File: src/rtl/cordic_pkg.sv
// Shared definitions for the CORDIC scheduler: widths, default core latency
// and the in-flight tag record carried alongside each operation.
package cordic_pkg;

  localparam int ANGLE_W         = 32;
  localparam int DEFAULT_LATENCY = 2;
  localparam int MAX_ID_W        = 3;

  typedef struct packed {
    logic                valid;
    logic [MAX_ID_W-1:0] id;
  } tag_t;

endpackage

File: src/rtl/rr_arbiter.sv
// Round-robin arbiter: grants at most one requester per cycle, searching
// upward from the pointer, and moves the pointer past each winner.
module rr_arbiter #(
  parameter  int N  = 2,
  localparam int IW = (N > 1) ? $clog2(N) : 1
) (
  input  logic          clk,
  input  logic          reset,
  input  logic [N-1:0]  req,
  input  logic          advance,
  output logic [N-1:0]  grant,
  output logic [IW-1:0] grant_idx,
  output logic          grant_any
);

  logic [IW-1:0] r_rrPtr;
  logic          w_found;
  int            w_j;

  // Grant is a pure function of req and the pointer; reset blocks every grant.
  always_comb begin
    grant     = '0;
    grant_idx = '0;
    w_found   = 1'b0;
    w_j       = 0;
    for (int k = 0; k < N; k++) begin
      w_j = int'(r_rrPtr) + k;
      if (w_j >= N) w_j = w_j - N;
      if (!w_found && !reset && req[w_j]) begin
        w_found    = 1'b1;
        grant[w_j] = 1'b1;
        grant_idx  = IW'(w_j);
      end
    end
  end

  assign grant_any = w_found;

  always_ff @(posedge clk) begin
    if (reset) begin
      r_rrPtr <= '0;
    end else if (advance && grant_any) begin
      r_rrPtr <= (grant_idx == IW'(N - 1)) ? '0 : grant_idx + 1'b1;
    end
  end

endmodule

File: src/rtl/cordic_scheduler.sv
// Shares one pipelined cosine core among N_REQ requesters; a tag pipe matched
// to the core latency routes each result back to the requester that issued it.
module cordic_scheduler
  import cordic_pkg::*;
#(
  parameter  int N_REQ   = 2,
  parameter  int LATENCY = DEFAULT_LATENCY,
  localparam int ID_W    = $clog2(N_REQ)
) (
  input  logic                     clk,
  input  logic                     reset,
  input  logic [N_REQ-1:0]         req_valid,
  input  logic [ANGLE_W*N_REQ-1:0] req_angle,
  output logic [N_REQ-1:0]         req_ready,
  output logic [N_REQ-1:0]         rsp_valid,
  output logic [ANGLE_W-1:0]       rsp_data,
  output logic [ANGLE_W-1:0]       core_angle,
  output logic                     core_clk_en,
  input  logic [ANGLE_W-1:0]       core_result,
  output logic                     busy
);

  logic [N_REQ-1:0]   w_grant;
  logic [ID_W-1:0]    w_grantIdx;
  logic               w_grantAny;
  logic               w_tagAny;
  logic [ANGLE_W-1:0] w_coreAngle;
  tag_t               w_lastTag;
  tag_t               r_tag [LATENCY];
  logic [N_REQ-1:0]   r_rspValid;
  logic [ANGLE_W-1:0] r_rspData;

  rr_arbiter #(.N(N_REQ)) u_arb (
    .clk       (clk),
    .reset     (reset),
    .req       (req_valid),
    .advance   (w_grantAny),
    .grant     (w_grant),
    .grant_idx (w_grantIdx),
    .grant_any (w_grantAny)
  );

  always_comb begin
    w_coreAngle = '0;
    for (int i = 0; i < N_REQ; i++) begin
      if (w_grant[i]) w_coreAngle = req_angle[ANGLE_W*i +: ANGLE_W];
    end
  end

  // Each stage mirrors one core register, so the last stage lines up with core_result.
  always_ff @(posedge clk) begin
    if (reset) begin
      for (int k = 0; k < LATENCY; k++) r_tag[k] <= '0;
    end else begin
      r_tag[0] <= '{valid: w_grantAny, id: MAX_ID_W'(w_grantIdx)};
      for (int k = 1; k < LATENCY; k++) r_tag[k] <= r_tag[k-1];
    end
  end

  always_comb begin
    w_tagAny = 1'b0;
    for (int k = 0; k < LATENCY; k++) w_tagAny = w_tagAny | r_tag[k].valid;
  end

  assign w_lastTag = r_tag[LATENCY-1];

  always_ff @(posedge clk) begin
    if (reset) begin
      r_rspValid <= '0;
      r_rspData  <= '0;
    end else begin
      r_rspValid <= '0;
      if (w_lastTag.valid) begin
        r_rspValid[w_lastTag.id[ID_W-1:0]] <= 1'b1;
        r_rspData                          <= core_result;
      end
    end
  end

  // The core clears itself whenever the enable drops, so keep it up while anything is in flight.
  assign core_clk_en = (w_grantAny | w_tagAny) & ~reset;
  assign req_ready   = w_grant;
  assign core_angle  = w_coreAngle;
  assign rsp_valid   = r_rspValid;
  assign rsp_data    = r_rspData;
  assign busy        = w_grantAny | w_tagAny | (|r_rspValid);

endmodule
File: config.mk
export PLATFORM = sky130hd
export DESIGN_NAME = cordic_scheduler
export DESIGN_NICKNAME = d
export VERILOG_FILES = /design/src/rtl/cordic_pkg.sv /design/src/rtl/rr_arbiter.sv /design/src/rtl/cordic_scheduler.sv
export SDC_FILE = /design/constraint.sdc
export NUM_CORES = 1
export LEC_CHECK = 0
export CAP_MARGIN = 20
export CORE_UTILIZATION = 30
export DETAILED_ROUTE_END_ITERATION = 12
export PLACE_DENSITY = 0.84
export SYNTH_ARGS = -nofsm -noshare
export SYNTH_HDL_FRONTEND = slang
export SYNTH_SLANG_ARGS = --single-unit
File: constraint.sdc
create_clock -name clk -period 1.6 [get_ports clk]
set_input_delay 0.32 -clock clk [delete_from_list [all_inputs] [get_ports clk]]
set_output_delay 0.32 -clock clk [all_outputs]
set_load 0.02 [all_outputs]
==> results of run 1 <==
layer usage:
layer | part of all wire (%) | up-vias
li1 | - | 938
met1 | 40 | 881
met2 | 52 | 81
met3 | 8.0 | 5
met4 | 0.77 | 0
met5 | 0 | -
metrics by stage:
step	setup WS, ns	hold WS [ns]	cells
floorplan	0.0561	0.388	166
global placement	-0.887	0.394	401
detailed placement	-0.949	0.405	401
CTS	-0.276	0.415	411
global route	-0.286	0.437	413
finish	-0.235	0.410	413
power groups by stage:
stage               sequential (mW)  combinational (mW)  clock [mW]
floorplan                      1.10               0.279           0
global placement               1.06               0.786           0
detailed placement             1.06               0.797           0
CTS                            1.04               0.759       0.642
global route                   1.04               0.895       0.685
finish                         1.04               0.846       0.624
flip-flops by register name, indices dropped and copies added (netlist names):
name	cells
r_tag	4
rsp_data	32
rsp_valid	2
u_arb.r_rrPtr	1
repair_timing:
item	in CTS	in global routing
cloned	1	2
pin swaps	2	36
setup endpoints to repair	36	44
gates resized for setup	159	84
setup buffers	1	0
cell usage in the layout (no fill, tap or decap), drive strengths merged:
master         synthesis  final
clkinv                 0      1
a22o                  32     32
clkdlybuf4s50          0    122
o21ba                  2      2
a211oi                 1      1
buf                   13     49
nand2                  1      1
and3b                  1      1
nor3                   1      1
dfxtp                 39     39
nor2b                  4      4
mux2i                 32     32
dlymetal6s2s           0      8
inv                    1      1
clkbuf                 2     10
nor2                  34     34
nor3b                  3      3
worst min-delay path by stage:
stage,from,endpoint,cells past startpoint
floorplan,r_tag[0][4]$_SDFF_PP0_,rsp_valid[0]$_SDFF_PP0_,1
global placement,r_tag[0][4]$_SDFF_PP0_,rsp_valid[0]$_SDFF_PP0_,1
detailed placement,r_tag[0][4]$_SDFF_PP0_,rsp_valid[0]$_SDFF_PP0_,1
CTS,r_tag[0][4]$_SDFF_PP0_,rsp_valid[0]$_SDFF_PP0_,1
global route,r_tag[0][4]$_SDFF_PP0_,rsp_valid[0]$_SDFF_PP0_,1
finish,r_tag[0][4]$_SDFF_PP0_,rsp_valid[0]$_SDFF_PP0_,1
synthesized netlist by cell type (all sizes together):
library cell | instances | area (sq um)
nor2b | 4 | 27.5
nand2 | 1 | 3.75
nor2 | 34 | 128
buf | 13 | 88.8
a22o | 32 | 280
a211oi | 1 | 12.5
nor3b | 3 | 33.8
dfxtp | 39 | 781
mux2i | 32 | 320
inv | 1 | 3.75
and3b | 1 | 8.76
nor3 | 1 | 5.00
o21ba | 2 | 20.0
clkbuf | 2 | 7.51
layout make-up:
type | instances | area (sq um)
Clock inverter | 1 | 5.00
Multi-Input combinational cell | 111 | 872
Timing Repair Buffer | 182 | 1920
Fill cell | 451 | 1760
Tap cell | 72 | 90.1
Clock buffer | 7 | 76.3
Inverter | 1 | 3.75
Sequential cell | 39 | 786
cell families (layout without fill, tap and decap cells):
kind of cell,after synthesis,in the layout,synth area share (%)
AOI/OAI and AO/OA,35,35,18.2
and+or+nand+nor,44,44,12.0
DFF,39,39,45.4
muxes,32,32,18.6
buffers and inverters,16,191,5.82
==> load_flow_metrics.sql, run 1 <==
INSERT INTO impl_metrics (metric_group, metric, value, unit) VALUES
('setup_path', 'critical_path.endpoint', 'core_angle[10]', ''),
('clock_tree', 'cts.htree.levels', '2', ''),
('clock_tree', 'clock_path_buffers', '2', ''),
('global_route', 'grt.overflow.total', '0', ''),
('drt', 'via_count', '1905', ''),
('yosys', 'synth.lib_cells_used.distinct', '18', ''),
('status', 'status', 'complete, but fails checks', ''),
('setup_path', 'cp.depth', '6', ''),
('status', 'violations', 'negative setup slack', ''),
('sta', 'grt_setup_unrepaired', 'true', ''),
('sta', 'final_hold_viol_count', '0', ''),
('clock_tree', 'cts-hold-fix-buffers', '0', ''),
('clock_tree', 'sink_count', '39', ''),
('power', 'p_switching', '0.676', 'mW'),
('power', 'power_density', '669', 'nW/um^2'),
('sta', 'totalNegativeSetupSlack', '-6.59', 'ns'),
('yosys', 'synthCells', '166', ''),
('drt', 'drt_iter0_markers', '70', ''),
('clock_tree', 'clock_latency', '0.29', 'ns'),
('setup_path', 'r2r_start', 'r_tag[0][7]$_SDFF_PP0_', ''),
('setup_path', 'worst_reg2reg_setup_slack', '0.34', 'ns'),
('cells_and_area', 'finish.instance_area', '3750', 'sq um'),
('global_route', 'track_usage', '19.3', '%'),
('global_route', 'global_route_wire_length_before_repair', '9200', 'um'),
('cells_and_area', 'design.final.nets', '440', ''),
('setup_path', 'crit_arrival', '1.52', 'ns'),
('clock_tree', 'tritoncts', 'built', ''),
('yosys', 'yosys_warnings', '0', ''),
('sta', 'timing.final.setup_violations', '33', ''),
('global_route', 'antenna_found_initial', '0', ''),
('drt', 'detail_route.drc_violations', '0', ''),
('setup_path', 'r2r_end', 'rsp_data[22]$_SDFFE_PP0P_', ''),
('placement', 'dp_hpwl', '4470', 'um'),
('floorplan', 'die_height', '77.7', 'um'),
('setup_path', 'cp.required', '1.28', 'ns'),
('hold_path', 'hold_class', 'reg -> reg', ''),
('sta', 'report.final.slew_viol_count', '0', ''),
('cells_and_area', 'insertedDiodeCount', '0', ''),
('yosys', 'ffs_latches_synth', '39', ''),
('setup_path', 'critical_path_peak_fanout', '8', ''),
('floorplan', 'placementRows', '27', ''),
('floorplan', 'ioPinCount', '170', ''),
('setup_path', 'critical-path-top-cell-by-count', 'buf_6', ''),
('sta', 'timing.final.ws_setup', '-0.235', 'ns'),
('clock_tree', 'cts.root.buffer_cell', 'clkbuf_8', ''),
('setup_path', 'slowest_stage_cell_on_the_critical_path', 'dfxtp_4', ''),
('global_route', 'pin_count_of_the_biggest_net_entering_global_routing', '35', ''),
('setup_path', 'crit_type', 'reg -> out', ''),
('cells_and_area', 'drive_gt1_share', '19.6', '%'),
('floorplan', 'core-area', '5510', 'sq um'),
('cells_and_area', 'areaGrowthSynthToFinish', '118', '%'),
('power', 'sequentialPowerShare', '41.4', '%'),
('yosys', 'synthesis.area', '1720', 'sq um'),
('sta', 'timing.fmax', '0.545', 'GHz'),
('setup_path', 'cp_cell_instances', 'nor2b_4 -> nor3b_4 -> buf_6 -> clkbuf_16 -> a22o_1 -> buf_6', ''),
('power', 'netSwitchingFraction', '26.9', '%'),
('yosys', 'synth_seq_area_share', '45.4', '%'),
('yosys', 'post_synth.cell_area_avg', '10.4', 'sq um'),
('sta', 'finalWorstPathRequiredPeriod', '1.84', 'ns'),
('floorplan', 'die_w', '77.7', 'um'),
('sta', 'tightest_slew', '0.534', 'ns'),
('power', 'share_comb_of_total_power', '33.7', '%'),
('setup_path', 'cp_top_family', 'buffers and inverters', ''),
('placement', 'gp_congestion', '0.653', ''),
('drt', 'detailedRoute.firstPassIterationCount', '4', ''),
('setup_path', 'crit_path_max_incr_delay', '0.38', 'ns'),
('power', 'power.leakage', '1.64', 'nW'),
('placement', 'port_buffers', '169', ''),
('clock_tree', 'path_clk_slew', '0.07', 'ns'),
('run', 'timing.max_cap.violations', '0', ''),
('sta', 'relSlewSlack', '64.4', '%');
Power figures use the tool's default switching activity.
==> inputs of run 2 (changes only) <==
--- a/config.mk
+++ b/config.mk
@@ -9,6 +9,7 @@
 export CORE_UTILIZATION = 30
 export DETAILED_ROUTE_END_ITERATION = 12
 export PLACE_DENSITY = 0.84
+export SLEW_MARGIN = 25
 export SYNTH_ARGS = -nofsm -noshare
 export SYNTH_HDL_FRONTEND = slang
 export SYNTH_SLANG_ARGS = --single-unit
==> results of run 2 <==
The final DEF is identical to that of run 1; final timing and power are the same.
